$ cat src/rtl/hd_pkg.sv
// Shared decode constants and latency classes for the ID-stage hazard scoreboard.
package hd_pkg;

  // RV32I major opcodes (inst[6:0])
  localparam logic [6:0] OP_LOAD   = 7'b0000011;
  localparam logic [6:0] OP_STORE  = 7'b0100011;
  localparam logic [6:0] OP_BRANCH = 7'b1100011;
  localparam logic [6:0] OP_JALR   = 7'b1100111;
  localparam logic [6:0] OP_JAL    = 7'b1101111;
  localparam logic [6:0] OP_OP     = 7'b0110011;
  localparam logic [6:0] OP_IMM    = 7'b0010011;
  localparam logic [6:0] OP_LUI    = 7'b0110111;
  localparam logic [6:0] OP_AUIPC  = 7'b0010111;

  // funct7 that selects the M-extension inside OP_OP
  localparam logic [6:0] FUNCT7_MULDIV = 7'b0000001;

  // Result latency class of the instruction in ID
  typedef enum logic [1:0] {
    LAT_NONE,
    LAT_LOAD,
    LAT_MUL,
    LAT_DIV
  } lat_class_e;

endpackage

$ cat src/rtl/hd_decode.sv
// Combinational register-usage decode for the hazard scoreboard.
// Optional feature macro: HD_MULDIV_EN (MUL/DIV latency classes).
module hd_decode
  import hd_pkg::*;
(
  input  logic [31:0] i_inst,
  output logic [4:0]  o_rs1,
  output logic [4:0]  o_rs2,
  output logic [4:0]  o_rd,
  output logic        o_rd_rs1,
  output logic        o_rd_rs2,
  output logic        o_wr_rd,
  output lat_class_e  o_lat
);

  logic [6:0] w_opcode;
  logic       w_reads_rs1;
  logic       w_reads_rs2;
  logic       w_writes_rd;
  logic       w_unused_bits;

  assign w_opcode = i_inst[6:0];
  assign o_rs1    = i_inst[19:15];
  assign o_rs2    = i_inst[24:20];
  assign o_rd     = i_inst[11:7];

  // Immediate/funct fields only matter for the M-extension split
  assign w_unused_bits = ^{i_inst[31:25], i_inst[14:12]};

  // Classify which register fields the opcode actually uses and its latency
  always_comb begin
    w_reads_rs1 = 1'b0;
    w_reads_rs2 = 1'b0;
    w_writes_rd = 1'b0;
    o_lat       = LAT_NONE;
    case (w_opcode)
      OP_OP: begin
        w_reads_rs1 = 1'b1;
        w_reads_rs2 = 1'b1;
        w_writes_rd = 1'b1;
`ifdef HD_MULDIV_EN
        if (i_inst[31:25] == FUNCT7_MULDIV) begin
          o_lat = i_inst[14] ? LAT_DIV : LAT_MUL;
        end
`else
        o_lat = LAT_NONE;
`endif
      end
      OP_IMM: begin
        w_reads_rs1 = 1'b1;
        w_writes_rd = 1'b1;
      end
      OP_LOAD: begin
        w_reads_rs1 = 1'b1;
        w_writes_rd = 1'b1;
        o_lat       = LAT_LOAD;
      end
      OP_STORE, OP_BRANCH: begin
        w_reads_rs1 = 1'b1;
        w_reads_rs2 = 1'b1;
      end
      OP_JALR: begin
        w_reads_rs1 = 1'b1;
        w_writes_rd = 1'b1;
      end
      OP_LUI, OP_AUIPC, OP_JAL: begin
        w_writes_rd = 1'b1;
      end
      default: ;
    endcase
  end

  // x0 is hardwired, so it never creates a dependency
  assign o_rd_rs1 = w_reads_rs1 & (o_rs1 != 5'd0);
  assign o_rd_rs2 = w_reads_rs2 & (o_rs2 != 5'd0);
  assign o_wr_rd  = w_writes_rd & (o_rd  != 5'd0);

endmodule

$ cat src/rtl/hazard_scoreboard.sv
// ID-stage hazard scoreboard: one bubble countdown per architectural register.
// Optional feature macro: HD_MULDIV_EN (tracks MUL/DIV result latency).
module hazard_scoreboard
  import hd_pkg::*;
#(
  parameter int NUM_REGS = 32,
  parameter int LOAD_LAT = 1,
  parameter int MUL_LAT  = 3,
  parameter int DIV_LAT  = 33
) (
  input  logic        clk,
  input  logic        rst_i,
  input  logic [31:0] inst_ID_i,
  input  logic        id_valid_i,
  input  logic        flush_i,
  output logic        ID_EX_flush,
  output logic        IF_ID_flush,
  output logic        pc_en,
  output logic        IF_ID_en,
  output logic        busy_o
);

  localparam int MAX_LM  = (LOAD_LAT > MUL_LAT) ? LOAD_LAT : MUL_LAT;
  localparam int MAX_LAT = (MAX_LM > DIV_LAT) ? MAX_LM : DIV_LAT;
  localparam int CNT_W   = $clog2(MAX_LAT + 1);

  logic [4:0]       w_rs1;
  logic [4:0]       w_rs2;
  logic [4:0]       w_rd;
  logic             w_rd_rs1;
  logic             w_rd_rs2;
  logic             w_wr_rd;
  lat_class_e       w_lat;
  logic [CNT_W-1:0] w_set_val;
  logic             w_stall;
  logic             w_issue;
  logic             w_busy;

  // Bubbles still owed to a reader of each register; entry 0 stays zero
  logic [CNT_W-1:0] r_cnt [NUM_REGS];

  hd_decode u_decode (
    .i_inst   (inst_ID_i),
    .o_rs1    (w_rs1),
    .o_rs2    (w_rs2),
    .o_rd     (w_rd),
    .o_rd_rs1 (w_rd_rs1),
    .o_rd_rs2 (w_rd_rs2),
    .o_wr_rd  (w_wr_rd),
    .o_lat    (w_lat)
  );

  // Countdown loaded for the destination of an issuing instruction
  always_comb begin
    w_set_val = '0;
    case (w_lat)
      LAT_LOAD: w_set_val = CNT_W'(LOAD_LAT);
      LAT_MUL:  w_set_val = CNT_W'(MUL_LAT);
      LAT_DIV:  w_set_val = CNT_W'(DIV_LAT);
      default:  w_set_val = '0;
    endcase
  end

  // RAW on either source, or WAW against a still-pending older write
  assign w_stall = id_valid_i & ~flush_i &
                   ((w_rd_rs1 & (r_cnt[w_rs1] != '0)) |
                    (w_rd_rs2 & (r_cnt[w_rs2] != '0)) |
                    (w_wr_rd  & (r_cnt[w_rd]  != '0)));

  assign w_issue = id_valid_i & ~w_stall & ~flush_i;

  // Any register still owed bubbles
  always_comb begin
    w_busy = 1'b0;
    for (int i = 1; i < NUM_REGS; i++) begin
      if (r_cnt[i] != '0) w_busy = 1'b1;
    end
  end

  // Decrement every live countdown; an issuing write reloads its destination
  always_ff @(posedge clk or posedge rst_i) begin
    if (rst_i) begin
      for (int i = 0; i < NUM_REGS; i++) r_cnt[i] <= '0;
    end else begin
      for (int i = 1; i < NUM_REGS; i++) begin
        if (w_issue && w_wr_rd && (int'(w_rd) == i)) begin
          r_cnt[i] <= w_set_val;
        end else if (r_cnt[i] != '0) begin
          r_cnt[i] <= r_cnt[i] - 1'b1;
        end
      end
    end
  end

  assign ID_EX_flush = w_stall | flush_i;
  assign IF_ID_flush = flush_i;
  assign pc_en       = ~w_stall;
  assign IF_ID_en    = ~w_stall;
  assign busy_o      = w_busy;

endmodule

$ cat config.mk
export PLATFORM = sky130hd
export DESIGN_NAME = hazard_scoreboard
export DESIGN_NICKNAME = d
export VERILOG_FILES = /design/src/rtl/hd_pkg.sv /design/src/rtl/hd_decode.sv /design/src/rtl/hazard_scoreboard.sv
export SDC_FILE = /design/constraint.sdc
export NUM_CORES = 1
export LEC_CHECK = 0
export CAP_MARGIN = 20
export CORE_MARGIN = 1
export CORE_UTILIZATION = 35
export DETAILED_ROUTE_END_ITERATION = 8
export GPL_TIMING_DRIVEN = 0
export PLACE_DENSITY_LB_ADDON = 0.25
export SETUP_SLACK_MARGIN = 0.1
export SYNTH_ARGS = -nofsm -noshare
export SYNTH_HDL_FRONTEND = slang
export SYNTH_SLANG_ARGS = --single-unit
$ cat constraint.sdc
create_clock -name clk -period 7.43 [get_ports clk]
set_input_delay 0.743 -clock clk [delete_from_list [all_inputs] [get_ports clk]]
set_output_delay 0.743 -clock clk [all_outputs]
set_load 0.005 [all_outputs]
==> metrics.cfg, run 1 <==
[clock_network]
root_buffer = clkbuf_16
cts_buffers = 17
cts_tree = yes
clkLatencyLatePin_ns = 0.47
clkTransAtPathRegs_ns = 0.07
post_cts_buffers = 0
h-tree-depth = 4
post_cts_resized = 0
clock_sinks = 186
cts.path.max_buffers = 2
hold_buffers = 0

[worst_hold_path]
hold_depth = 1
worstHoldStart = r_cnt[22]$_DFFE_PP0P_
whs_endpoint = r_cnt[22]$_DFFE_PP0P_
hold_class = reg -> reg

[routing]
drc = 0
final_antenna_net_count = 0
wire_per_inst_um = 21.0
drt_iter0_drc = 997
dr.pass1.iters = 5
vias_per_cell = 5.81
vias = 11061
detail_route.wirelength_um = 39900

[logic_synthesis]
synthesis.nets = 1469
synth_edf_count = 0
seq_area_frac_synth = 0.383
postSynthCellCount = 1396
yosys.area_share.simple = 0.238
yosys.area.top_type_share = 0.383
synthMuxAreaShare = 0.0820
netlist_top_cells_area = dfrtp_1, a21oi_1, mux2i_1
synth_top_family_by_area = simple AND/OR/NAND/NOR gates
synthAdderAreaFrac = 0.0381
synth_compound_gate_area_share = 0.168
ys_warn_count = 6
synth-seq-cells = 186
ys.flop_type = dfrtp_1
yosysTopAreaCell = dfrtp_1
ys_async_sr_fraction = 1.00
avgSynthCellArea_um2 = 8.70
ys_types = 65
synth-xor-area-share = 0.0418
netlist_area_um2 = 12100

[floorplan]
io_pins = 41
core_um2 = 33900
dieArea_um2 = 35400
rows = 67
die_w_um = 188
start_util = 0.358
dieHeight_um = 188

[sta]
min_period_ns = 6.07
setup_viol = 0
skew_ns = 0.0216
rsz0062_at_grt = false
finalHoldViolCount = 0
slew_headroom = 0.204
fin_tns_setup_ns = 0
fin_ws_ns = 1.36
period_share = 0.817
max_freq_mhz = 165
finalMaxSlewViolations = 0
worst_pin_slew_ns = 1.18

[layout]
final_area_um2 = 13600
final_cell_mix = dfrtp_1, a21oi_1, nor2_1, nand2_1, inv_1
layout-drive-gt1-share = 0.0653
largest_reg_flops = 186
final_nets = 1515
areaGrowthSynthToFinish_pct = 11.7
multi_input_area_um2 = 6910
final_common_cell = dfrtp_1
top_regs = r_cnt: 186 flops
nFillCells = 3457
regArea_um2 = 4650
num_antenna_cells = 0
largest_register = r_cnt

[placed_design]
place_area_um2 = 13000
hpwl_um = 29400
routabilityCongestion = 1.06
post-place-ws_ns = 1.47
portBuffers = 25

[grt]
grt_pass1_wl_um = 62400
first_global_vias = 10599
grt_max_degree = 99
antenna_found_initial = 0
grtUsageTotal = 0.231
grt_overflow_total = 0

[worst_setup_path]
crit_family = buffers and inverters
r2r_slack_ns = 3.77
crit_chain = clkdlybuf4s50_1, clkbuf_1, clkbuf_1, nand2_1, o32ai_1, nor3_1, a21oi_1, o2111ai_1, o211a_1, buf_2, buf_4, nand2b_1, buf_4, clkdlybuf4s50_1
critPathLaunchType = input pin
crit_arrival_ns = 5.33
slowest_delay_ns = 0.85
worst_r2r_path_depth = 8
critical_path_buf_inv_count = 7
critPathSlowestCell = clkdlybuf4s50_1
worstSetupPathType = in -> out
cp_max_fo = 10
cp_data_required_time_ns = 6.69
critPathCaptureType = output port
worstReg2RegStart = r_cnt[150]$_DFFE_PP0P_
reg2reg_to = r_cnt[113]$_DFFE_PP0P_

[pwr]
intPower_mw = 3.08
p_sw_frac = 0.437
p_comb_frac = 0.437
p_seq_frac = 0.396
ir_drop_uv = 190
p_leak_nw = 5.59
clkPwrFrac = 0.167
power.switching_mw = 2.40
power_density_nw_per_um2 = 404

[flow_run]
maxCapViolations = 0

[run_status]
status = finished clean

-- cell families (layout without fill, tap and decap cells) --
group / count (synthesis) / after routing
mux: 85 / 85
simple gates: 570 / 570
compound gates: 320 / 320
flops: 186 / 186
buf+inv: 140 / 199
fa+ha+maj: 37 / 37
xor+xnor: 58 / 58
-- per-stage QoR --
| step | util | hold WS [ns] | instances | power [mW] |
|---|---|---|---|---|
| finish | 0.400 | 0.501 | 1903 | 5.48 |
| detailed placement | 0.384 | 0.490 | 1871 | 4.55 |
| global placement | 0.382 | 0.483 | 1869 | 4.48 |
| global route | 0.400 | 0.526 | 1903 | 5.98 |
| floorplan | - | 0.467 | 1396 | 3.92 |
| CTS | 0.400 | 0.507 | 1903 | 5.48 |
-- Yosys cell counts (15+ instances only) --
master and n:
a21oi_1 138, and2_1 17, and3_1 20, buf_2 15
clkbuf_1 29, dfrtp_1 186, ha_1 37, inv_1 78
mux2i_1 68, nand2_1 123, nand2b_1 38, nand3_1 34
nor2_1 123, nor2b_1 19, nor3_1 71, nor4_1 61
o2111ai_1 34, o21ai_0 57, xnor2_1 47
-- worst max-delay path by stage --
| stage | slack (ns) | startpoint | end | cells past startpoint |
|---|---|---|---|---|
| 3_3_place_gp | -1.36 | rst_i | r_cnt[21]$_DFFE_PP0P_ | 2 |
| 5_1_grt | 1.16 | inst_ID_i[8] | pc_en | 13 |
| 2_1_floorplan | 1.63 | rst_i | r_cnt[0]$_DFFE_PP0P_ | 1 |
| 6_report | 1.36 | inst_ID_i[15] | pc_en | 14 |
| 3_5_place_dp | 1.47 | inst_ID_i[8] | pc_en | 13 |
| 4_1_cts | 1.45 | inst_ID_i[8] | pc_en | 13 |
-- area by class of cell --
| cell class | count | share of cell area |
|---|---|---|
| Multi-Input combinational cell | 1070 | 0.509 |
| Sequential cell | 186 | 0.343 |
| Tap cell | 448 | 0.0413 |
| Clock buffer | 20 | 0.0337 |
| Inverter | 80 | 0.0227 |
| Buffer | 60 | 0.0210 |
| Timing Repair Buffer | 27 | 0.0209 |
| Clock inverter | 12 | 0.00766 |
-- per-layer routing --
metal | global-route usage | part of all wire | up-vias
met2 | 0.351 | 0.44 | 374
met3 | 0.0587 | 0.075 | 71
met1 | 0.320 | 0.46 | 5410
met5 | 0 | 0 | -
li1 | - | - | 5206
met4 | 0.0788 | 0.026 | 0
-- power groups by stage --
stage | Clock, mW | Sequential (mW) | Combinational (mW)
finish | 0.916 | 2.17 | 2.40
global placement | 0 | 2.15 | 2.33
floorplan | 0 | 2.01 | 1.91
detailed placement | 0 | 2.16 | 2.38
global route | 0.967 | 2.26 | 2.75
CTS | 0.930 | 2.15 | 2.40
Power figures use the tool's default switching activity.
==> inputs of run 2 (changes only) <==
clock period = 6.3 ns   (was 7.43 ns; I/O delays follow)
==> results of run 2 <==
Same layout as run 1 (identical final DEF). Status: finished clean.
Main changes from that run: setup slack after placement 1.47 ns -> 0.564 ns; setup slack after layout 1.36 ns -> 0.458 ns; register-to-register setup slack 3.77 ns -> 2.64 ns; total power 5.48 mW -> 6.47 mW; worst IR drop on VDD 190 µV -> 224 µV
